--- config.mk ---
export PLATFORM = sky130hd
export DESIGN_NAME = mem_access_unit
export DESIGN_NICKNAME = d
export VERILOG_FILES = /design/src/rtl/mau_pkg.sv /design/src/rtl/mem_access_unit_fetch.sv /design/src/rtl/mem_access_unit.sv
export SDC_FILE = /design/constraint.sdc
export NUM_CORES = 1
export LEC_CHECK = 0
export CAP_MARGIN = 20
export CORE_MARGIN = 1
export CORE_UTILIZATION = 30
export DETAILED_ROUTE_END_ITERATION = 6
export MAX_ROUTING_LAYER = met4
export PLACE_DENSITY_LB_ADDON = 0.05
export REMOVE_ABC_BUFFERS = 1
export SLEW_MARGIN = 30
export SYNTH_ARGS = -nofsm -noshare
export SYNTH_HDL_FRONTEND = slang
export SYNTH_SLANG_ARGS = --single-unit
--- constraint.sdc ---
create_clock -name clk -period 1.8 [get_ports clk]
set_input_delay 0.18 -clock clk [delete_from_list [all_inputs] [get_ports clk]]
set_output_delay 0.18 -clock clk [all_outputs]
set_load 0.005 [all_outputs]
--- src/rtl/mau_pkg.sv ---
// mau_pkg: shared widths, load/store state encoding and reset defaults for
// the memory access unit (mem_access_unit and its fetch_unit).
package mau_pkg;

    localparam int ADDR_W = 10;
    localparam int DATA_W = 20;

    // Default fetch start address; overridable per instance.
    localparam logic [ADDR_W-1:0] RESET_PC_DEF = 10'd0;

    // Load/store sequencer states (2-bit encoding).
    typedef enum logic [1:0] {
        LS_IDLE  = 2'd0,
        LS_READ  = 2'd1,
        LS_WRITE = 2'd2,
        LS_DONE  = 2'd3
    } ls_state_e;

    // Sequential PC step; wraps naturally at the 10-bit boundary.
    function automatic logic [ADDR_W-1:0] pc_incr(input logic [ADDR_W-1:0] pc);
        return pc + 10'd1;
    endfunction

endpackage

--- src/rtl/mem_access_unit_fetch.sv ---
// fetch_unit: owns the program counter, presents fetched instructions to the
// core, and handles stall (hold) and branch redirect (flush). The memory
// latches PC on the falling edge, so inst belongs to the current pc at the
// next rising edge.
module fetch_unit
    import mau_pkg::*;
#(
    parameter logic [ADDR_W-1:0] RESET_PC = RESET_PC_DEF
) (
    input  logic              clk_i,
    input  logic              reset_i,
    input  logic              branch_taken_i,
    input  logic [ADDR_W-1:0] branch_target_i,
    input  logic              if_stall_i,
    input  logic [DATA_W-1:0] inst_i,
    output logic              if_valid_o,
    output logic [DATA_W-1:0] if_inst_o,
    output logic [ADDR_W-1:0] if_pc_o,
    output logic [ADDR_W-1:0] pc_o
);

    logic [ADDR_W-1:0] pc_q,      pc_d;
    logic              valid_q,   valid_d;
    logic [DATA_W-1:0] inst_q,    inst_d;
    logic [ADDR_W-1:0] if_pc_q,   if_pc_d;

    // Next-state: branch beats stall, stall holds a presented instruction.
    always_comb begin
        pc_d    = pc_q;
        valid_d = valid_q;
        inst_d  = inst_q;
        if_pc_d = if_pc_q;
        if (branch_taken_i) begin
            pc_d    = branch_target_i;
            valid_d = 1'b0;
        end else if (valid_q && if_stall_i) begin
            pc_d    = pc_q;
            valid_d = valid_q;
        end else begin
            inst_d  = inst_i;
            if_pc_d = pc_q;
            valid_d = 1'b1;
            pc_d    = pc_incr(pc_q);
        end
    end

    // Fetch state registers with synchronous reset.
    always_ff @(posedge clk_i) begin
        if (reset_i) begin
            pc_q    <= RESET_PC;
            valid_q <= 1'b0;
            inst_q  <= 20'd0;
            if_pc_q <= 10'd0;
        end else begin
            pc_q    <= pc_d;
            valid_q <= valid_d;
            inst_q  <= inst_d;
            if_pc_q <= if_pc_d;
        end
    end

    assign if_valid_o = valid_q;
    assign if_inst_o  = inst_q;
    assign if_pc_o    = if_pc_q;
    assign pc_o       = pc_q;

endmodule

--- src/rtl/mem_access_unit.sv ---
// mem_access_unit: CPU-side requester for the instruction/data memory.
// Fetch (fetch_unit) and the load/store sequencer run concurrently.
// Optional build macro: MAU_BOUNDS_CHECK_EN -- when defined, accesses with
// ls_addr >= DMEM_DEPTH complete immediately with ls_err; otherwise ls_err
// is tied low and addresses wrap within 10 bits.
module mem_access_unit
    import mau_pkg::*;
#(
    parameter logic [ADDR_W-1:0] RESET_PC     = RESET_PC_DEF,
    parameter int unsigned       READ_LATENCY = 1,
    parameter int unsigned       DMEM_DEPTH   = 1024
) (
    input  logic              clk,
    input  logic              reset,
    input  logic              branch_taken,
    input  logic [ADDR_W-1:0] branch_target,
    input  logic              if_stall,
    output logic              if_valid,
    output logic [DATA_W-1:0] if_inst,
    output logic [ADDR_W-1:0] if_pc,
    input  logic              ls_req,
    input  logic              ls_we,
    input  logic [ADDR_W-1:0] ls_addr,
    input  logic [DATA_W-1:0] ls_wdata,
    output logic              ls_ack,
    output logic [DATA_W-1:0] ls_rdata,
    output logic              ls_err,
    output logic [ADDR_W-1:0] PC,
    output logic [ADDR_W-1:0] addr,
    output logic [DATA_W-1:0] write,
    output logic              wr_select,
    input  logic [DATA_W-1:0] read,
    input  logic [DATA_W-1:0] inst
);

    // Wait count loaded on load acceptance; reaches 0 on the capture cycle.
    localparam logic [2:0] READ_CNT_INIT = 3'(READ_LATENCY - 1);

    ls_state_e         state_q,  state_d;
    logic [2:0]        cnt_q,    cnt_d;
    logic [ADDR_W-1:0] addr_q,   addr_d;
    logic [DATA_W-1:0] wdata_q,  wdata_d;
    logic [DATA_W-1:0] rdata_q,  rdata_d;
    logic              wr_sel_q, wr_sel_d;
    logic              ack_q,    ack_d;
    logic              oob_s;

    fetch_unit #(
        .RESET_PC (RESET_PC)
    ) u_fetch (
        .clk_i           (clk),
        .reset_i         (reset),
        .branch_taken_i  (branch_taken),
        .branch_target_i (branch_target),
        .if_stall_i      (if_stall),
        .inst_i          (inst),
        .if_valid_o      (if_valid),
        .if_inst_o       (if_inst),
        .if_pc_o         (if_pc),
        .pc_o            (PC)
    );

`ifdef MAU_BOUNDS_CHECK_EN
    logic err_q, err_d;
    assign oob_s  = (32'(ls_addr) >= DMEM_DEPTH);
    assign ls_err = err_q;
`else
    assign oob_s  = 1'b0;
    assign ls_err = 1'b0;
`endif

    // Load/store next-state: wr_select and ls_ack are decoded one cycle ahead
    // so that the registered versions line up with LS_WRITE and LS_DONE.
    always_comb begin
        state_d  = state_q;
        cnt_d    = cnt_q;
        addr_d   = addr_q;
        wdata_d  = wdata_q;
        rdata_d  = rdata_q;
        wr_sel_d = 1'b0;
        ack_d    = 1'b0;
`ifdef MAU_BOUNDS_CHECK_EN
        err_d    = 1'b0;
`endif
        case (state_q)
            LS_IDLE: begin
                if (ls_req) begin
                    addr_d  = ls_addr;
                    wdata_d = ls_wdata;
                    if (oob_s) begin
                        // Out-of-range: skip the memory cycle entirely.
                        state_d = LS_DONE;
                        ack_d   = 1'b1;
                        rdata_d = 20'd0;
`ifdef MAU_BOUNDS_CHECK_EN
                        err_d   = 1'b1;
`endif
                    end else if (ls_we) begin
                        state_d  = LS_WRITE;
                        wr_sel_d = 1'b1;
                    end else begin
                        state_d = LS_READ;
                        cnt_d   = READ_CNT_INIT;
                    end
                end else begin
                    state_d = LS_IDLE;
                end
            end
            LS_READ: begin
                if (cnt_q == 3'd0) begin
                    rdata_d = read;
                    state_d = LS_DONE;
                    ack_d   = 1'b1;
                end else begin
                    cnt_d = cnt_q - 3'd1;
                end
            end
            LS_WRITE: begin
                // RAM commits on the edge closing this cycle.
                state_d = LS_DONE;
                ack_d   = 1'b1;
            end
            LS_DONE: begin
                state_d = LS_IDLE;
            end
            default: begin
                state_d = LS_IDLE;
            end
        endcase
    end

    // Load/store registers; reset drops any transaction in flight.
    always_ff @(posedge clk) begin
        if (reset) begin
            state_q  <= LS_IDLE;
            cnt_q    <= 3'd0;
            addr_q   <= 10'd0;
            wdata_q  <= 20'd0;
            rdata_q  <= 20'd0;
            wr_sel_q <= 1'b0;
            ack_q    <= 1'b0;
`ifdef MAU_BOUNDS_CHECK_EN
            err_q    <= 1'b0;
`endif
        end else begin
            state_q  <= state_d;
            cnt_q    <= cnt_d;
            addr_q   <= addr_d;
            wdata_q  <= wdata_d;
            rdata_q  <= rdata_d;
            wr_sel_q <= wr_sel_d;
            ack_q    <= ack_d;
`ifdef MAU_BOUNDS_CHECK_EN
            err_q    <= err_d;
`endif
        end
    end

    assign addr      = addr_q;
    assign write     = wdata_q;
    assign wr_select = wr_sel_q;
    assign ls_ack    = ack_q;
    assign ls_rdata  = rdata_q;

endmodule

==> impl_metrics.ini, run 1 <==
[critical_path]
worstPathMaxFanout = 5
cp-endpoint = PC[3]
cp-end-kind = primary output
r2r_end = cnt_q[2]
critPathLaunch = u_fetch.pc_o[3]
crit_required_ns = 1.62
timing.rr.start = state_q[1]
reg2reg_slack_ns = 0.23
critical_path_class = reg2out
ff2ff_path_depth = 6
start_kind = flop
arrival_ns = 1.40

[hold_path]
hp-class = in2reg

[routing]
routedWlPerCell_um = 13.10
drt_wl_total_um = 10300
drt_iter0_markers = 133
drc = 0
num_vias = 3581
viasPerCell = 4.556
ant_nets = 0
dr.pass1.iters = 4

[clock_tree]
tritoncts = done
clockBufferDepth = 2
clock-sinks = 98
clk_pin_slew_ns = 0.07
htree_levels = 3
cts_hold_buffers = 0
numCtsBuffers = 9
root_buffer = clkbuf_16
cts_resized = 0
postCtsSetupBuffers = 0
clk_latency_ns = 0.34

[placement]
routabilityCongestion = 0.7327
hpwlAfterDp_um = 7213
dpl_cell_area_sq_um = 5728
place_inst = 770
numPortBuffers = 178

[timing]
period_needed_ns = 1.582
grt_setup_unrepaired = no
setup_viol = 0
fin_skew_ns = 0.006614
max_freq_mhz = 632.2
final_max_slew_viol_count = 0
finalHoldViolations = 0
min_period_over_period_pct = 87.88

[job]
maxCapViolations = 0

[floorplanning]
die_y_um = 113.2
ios = 180
dieArea_sq_um = 12810
die_x_um = 113.2
rows = 40
start_util_pct = 30.89
core_region_area_sq_um = 12010

[yosys]
synthArstFlopShare_pct = 0
synth.area.top_cells = dfxtp_1 (53%), nand2_1 (17%), a21oi_1 (11%)
synth_cell_type_count = 37
syn_area_sq_um = 3710
ys_seq_area_share_pct = 52.88
synthCells = 459
ys_seq_elements = 98
yosys.area.top_type = dfxtp_1
synth_enable_flop_cells = 0
synth.top_cell.area_share_pct = 52.88
synth_warnings = 0
synth-main-ff-cell = dfxtp_1
syn_area_per_cell_sq_um = 8.082

[finish]
drive_above_1_share_pct = 6.729
nets = 726
final_common_cell = clkdlybuf4s50_1
area_delta_synth_final_pct = 62.66
antenna_cells = 0
final_cells = 786
final_cell_mix = clkdlybuf4s50_1 (177), nand2_1 (169), dfxtp_1 (98)
fin_area_sq_um = 6035

[power]
ir_drop_uv = 384.2
total_leakage_power_nw = 2.240
power_mw = 5.447
power_density_nw_per_um2 = 902.6

[grt]
grtUsageTotal_pct = 17.28
gr-total-overflow = 0
grt_pass1_wl_um = 16890
grt_antenna_before_repair = 0
grt_max_degree = 38
grt_pass1_vias = 3484

[outcome]
outcome = completed
through the flow:
step	util (%)	hold slack [ns]	setup WS, ns	setup TNS, ns
after floorplan	-	0.2467	-0.1515	-0.1515
after global placement	47.69	0.4408	0.1091	0
after detailed placement	47.69	0.4455	0.1014	0
after CTS	50.24	0.2508	0.2005	0
after global routing	50.24	0.2790	0.07838	0
final	50.24	0.2592	0.2181	0
worst max-delay path, cell delays in order, from the launching register on:
cell and delay (ns):
dfxtp_1 0.39, buf_4 0.16, clkdlybuf4s50_1 0.51
kinds of logic after synthesis:
family | Yosys count | share of synthesized area, %
simple gates | 201 | 22.46
other cells | 1 | 0.1011
compound gates | 102 | 15.55
fa+ha+maj | 6 | 2.024
buf+inv | 40 | 4.317
xor+xnor | 9 | 2.125
mux | 2 | 0.5397
flops | 98 | 52.88
how the worst min path moves through the flow:
stage / from / end / slack (ns) / cells after the start
floorplan: reset / u_fetch.if_valid_o / 0.25 / 1
global placement: u_fetch.if_inst_o[16] / u_fetch.if_inst_o[16] / 0.44 / 2
detailed placement: ls_rdata[4] / ls_rdata[4] / 0.45 / 2
CTS: reset / state_q[0] / 0.25 / 2
global route: reset / state_q[0] / 0.28 / 2
finish: reset / state_q[0] / 0.26 / 2
sequential cells by signal, indices dropped and copies added (netlist names), 2 cells and up:
register           count
ls_rdata              20
u_fetch.if_inst_o     20
u_fetch.pc_o          10
state_q                2
u_fetch.if_pc_o       10
cnt_q                  3
write                 20
addr                  10
power by group:
part           internal (mW)  switching [mW]
clock network           1.15           0.827
logic                  0.605           0.446
registers               2.33          0.0908
synthesized netlist by cell type, types with 2 or more instances:
cell	count
buf_2	5
buf_1	7
clkbuf_1	18
nand4_1	4
nand2_1	169
a21oi_1	83
inv_1	8
nand2b_1	2
a311oi_1	3
a211oi_1	3
xor2_1	4
o21ai_0	4
o31ai_1	4
dfxtp_1	98
mux2i_1	2
nand3_1	2
nor2_1	14
ha_1	6
xnor2_1	5
metal layers:
layer	wire length, um	GRT usage (%)	share of wire, %	vias to the layer above
met4	172	7.895	1.7	0
li1	-	-	-	1851
met2	4800	27.48	47	108
met3	625	4.231	6.1	12
met1	4697	20.64	46	1610
met5	0	-	0	-
cell type report:
type / instances / area (sq um)
multi-input combinational: 321 / 1592
clock buffer: 12 / 256.5
sequential: 98 / 1962
timing repair buffer: 195 / 1957
fill: 1205 / 5977
inverter: 9 / 33.78
clock inverter: 4 / 50.05
tap: 147 / 183.9
(Power assumes the default switching activity.)
==> run 2, diff against run 1 <==
--- a/config.mk
+++ b/config.mk
@@ -10,7 +10,7 @@
 export CORE_UTILIZATION = 30
 export DETAILED_ROUTE_END_ITERATION = 6
 export MAX_ROUTING_LAYER = met4
-export PLACE_DENSITY_LB_ADDON = 0.05
+export PLACE_DENSITY = 0.63
 export REMOVE_ABC_BUFFERS = 1
 export SLEW_MARGIN = 30
 export SYNTH_ARGS = -nofsm -noshare
==> run 2 against run 1 <==
Global-route usage down 0.19 points. Clock skew down 0.00097 ns. Via count up 2.3%. Non-clock buffer count up 1. Setup slack worse by 0.013 ns. Critical path depth up 4. Count of clock-buffer cells in the layout unchanged. Register-to-register slack worse by 0.03 ns. Design area down 0.68%. Sequential share of layout area up 0.22 points. Total power down 2.7%. Combinational power about the same. Critical path type is now reg2reg. Critical endpoint is now cnt_q[0].
==> impl_metrics.ini, run 2 (synthesis gave the netlist of run 1 again) <==
[critical_path]
ff2ff_path_depth = 6
critPathLaunch = state_q[1]
crit_required_ns = 2.02
reg2reg_slack_ns = 0.20
cp-endpoint = cnt_q[0]
worstPathMaxFanout = 6
cp-end-kind = flop
r2r_end = cnt_q[0]
start_kind = flop
timing.rr.start = state_q[1]
critical_path_class = reg2reg
arrival_ns = 1.82

[floorplanning]
core_region_area_sq_um = 12010
die_y_um = 113.2
dieArea_sq_um = 12810
ios = 180
start_util_pct = 30.89
die_x_um = 113.2
rows = 40

[routing]
drt_iter0_markers = 152
ant_nets = 0
routed-wl-met3_um = 692
wl_met1_um = 4620
routedWlPerCell_um = 13.09
num_vias = 3663
drt_wl_total_um = 10300
topRoutingLayerUsed = met4
viasPerCell = 4.654
met2_wirelength_um = 4827
dr.pass1.iters = 4
drc = 0

[timing]
min_period_over_period_pct = 88.63
fin_ws_ns = 0.2047
final_max_slew_viol_count = 0
setup_viol = 0
fin_skew_ns = 0.005642
max_freq_mhz = 626.9
grt_setup_unrepaired = no
finalHoldViolations = 0
period_needed_ns = 1.595
whs_ns = 0.1289

[hold_path]
hp-class = in2reg

[power]
total_leakage_power_nw = 2.229
ir_drop_uv = 539.7
power_density_nw_per_um2 = 883.9

[job]
maxCapViolations = 0

[grt]
grt_max_degree = 35
grt_pass1_wl_um = 16890
grt_pass1_vias = 3613
grt_antenna_before_repair = 0
grtUsageTotal_pct = 17.09
gr-total-overflow = 0

[finish]
final_common_cell = clkdlybuf4s50_1
final_cell_mix = clkdlybuf4s50_1 (177), nand2_1 (169), dfxtp_1 (98)
area_delta_synth_final_pct = 61.55
fill_cells = 1169
regArea_sq_um = 1962
antenna_cells = 0
nets = 727
multi_input_area_sq_um = 1592
drive_above_1_share_pct = 6.875

[clock_tree]
clk_pin_slew_ns = 0.07
cts_resized = 0
htree_levels = 3
postCtsSetupBuffers = 0
root_buffer = clkbuf_16
clock-sinks = 98
clk_latency_ns = 0.34
numCtsBuffers = 9
tritoncts = done
cts_hold_buffers = 0
clockBufferDepth = 2

[placement]
numPortBuffers = 178
routabilityCongestion = 0.7441
dpl_worst_slack_ns = 0.1171
hpwlAfterDp_um = 7430

[outcome]
outcome = completed
## run 2: cell types whose count changed in the layout (fill, tap and decap cells not counted)
cell        change
bufinv_16       -1
buf_4           +3
clkinv_4        +1
clkinv_2        +1
buf_12          -2
clkinvlp_4      -1
## run 2: layout make-up
type / instances / share of cell area, %
Sequential cell: 98 / 32.73
Multi-Input combinational cell: 321 / 26.56
Tap cell: 147 / 3.069
Clock buffer: 12 / 4.280
Timing Repair Buffer: 196 / 32.36
Inverter: 9 / 0.5637
Clock inverter: 4 / 0.4384
## run 2: per-stage QoR
step	power [mW]	area, sq um	utilization (%)	TNS (ns)	cells
5_1_grt	5.595	5993	49.90	0	787
3_3_place_gp	3.492	5710	47.54	0	771
3_5_place_dp	3.523	5710	47.54	0	771
6_report	5.297	5993	49.90	0	787
2_1_floorplan	2.844	3583	-	-0.1515	428
4_1_cts	5.385	5993	49.90	0	787
## run 2: how the worst min path moves through the flow
stage                               start                    end  slack (ns)  depth (start not counted)
global route                        reset              write[14]        0.14                          2
CTS                                 reset              write[15]        0.12                          2
finish                              reset              write[16]        0.13                          2
detailed placement           ls_rdata[10]           ls_rdata[10]        0.45                          2
global placement    u_fetch.if_inst_o[13]  u_fetch.if_inst_o[13]        0.44                          2
floorplan                           reset     u_fetch.if_valid_o        0.25                          1
## run 2: power breakdown
| group | switching (mW) | internal, mW | total (mW) |
|---|---|---|---|
| logic | 0.445 | 0.597 | 1.04 |
| clock network | 0.822 | 1.01 | 1.83 |
| registers | 0.0950 | 2.33 | 2.42 |
| total | 1.36 | 3.93 | 5.30 |
## run 2: critical path: stages (launching register included)
cell,delay (ns)
dfxtp_1,0.35
inv_1,0.07
ha_1,0.26
and3b_1,0.28
a211oi_2,0.29
xnor2_1,0.17
nor2_1,0.06
## run 2: per-layer routing
| metal | vias up | track usage, % |
|---|---|---|
| li1 | 1851 | - |
| met1 | 1683 | 20.09 |
| met2 | 119 | 27.77 |
| met3 | 10 | 4.553 |
| met4 | 0 | 6.842 |
| met5 | - | - |
==> run 3, diff against run 2 <==
--- a/config.mk
+++ b/config.mk
@@ -6,7 +6,6 @@
 export NUM_CORES = 1
 export LEC_CHECK = 0
 export CAP_MARGIN = 20
-export CORE_MARGIN = 1
 export CORE_UTILIZATION = 30
 export DETAILED_ROUTE_END_ITERATION = 6
 export MAX_ROUTING_LAYER = met4
@@ -16,3 +15,4 @@
 export SYNTH_ARGS = -nofsm -noshare
 export SYNTH_HDL_FRONTEND = slang
 export SYNTH_SLANG_ARGS = --single-unit
+export TNS_END_PERCENT = 5
==> results of run 3 <==
Final layout, timing and power as in run 2 (identical DEF).
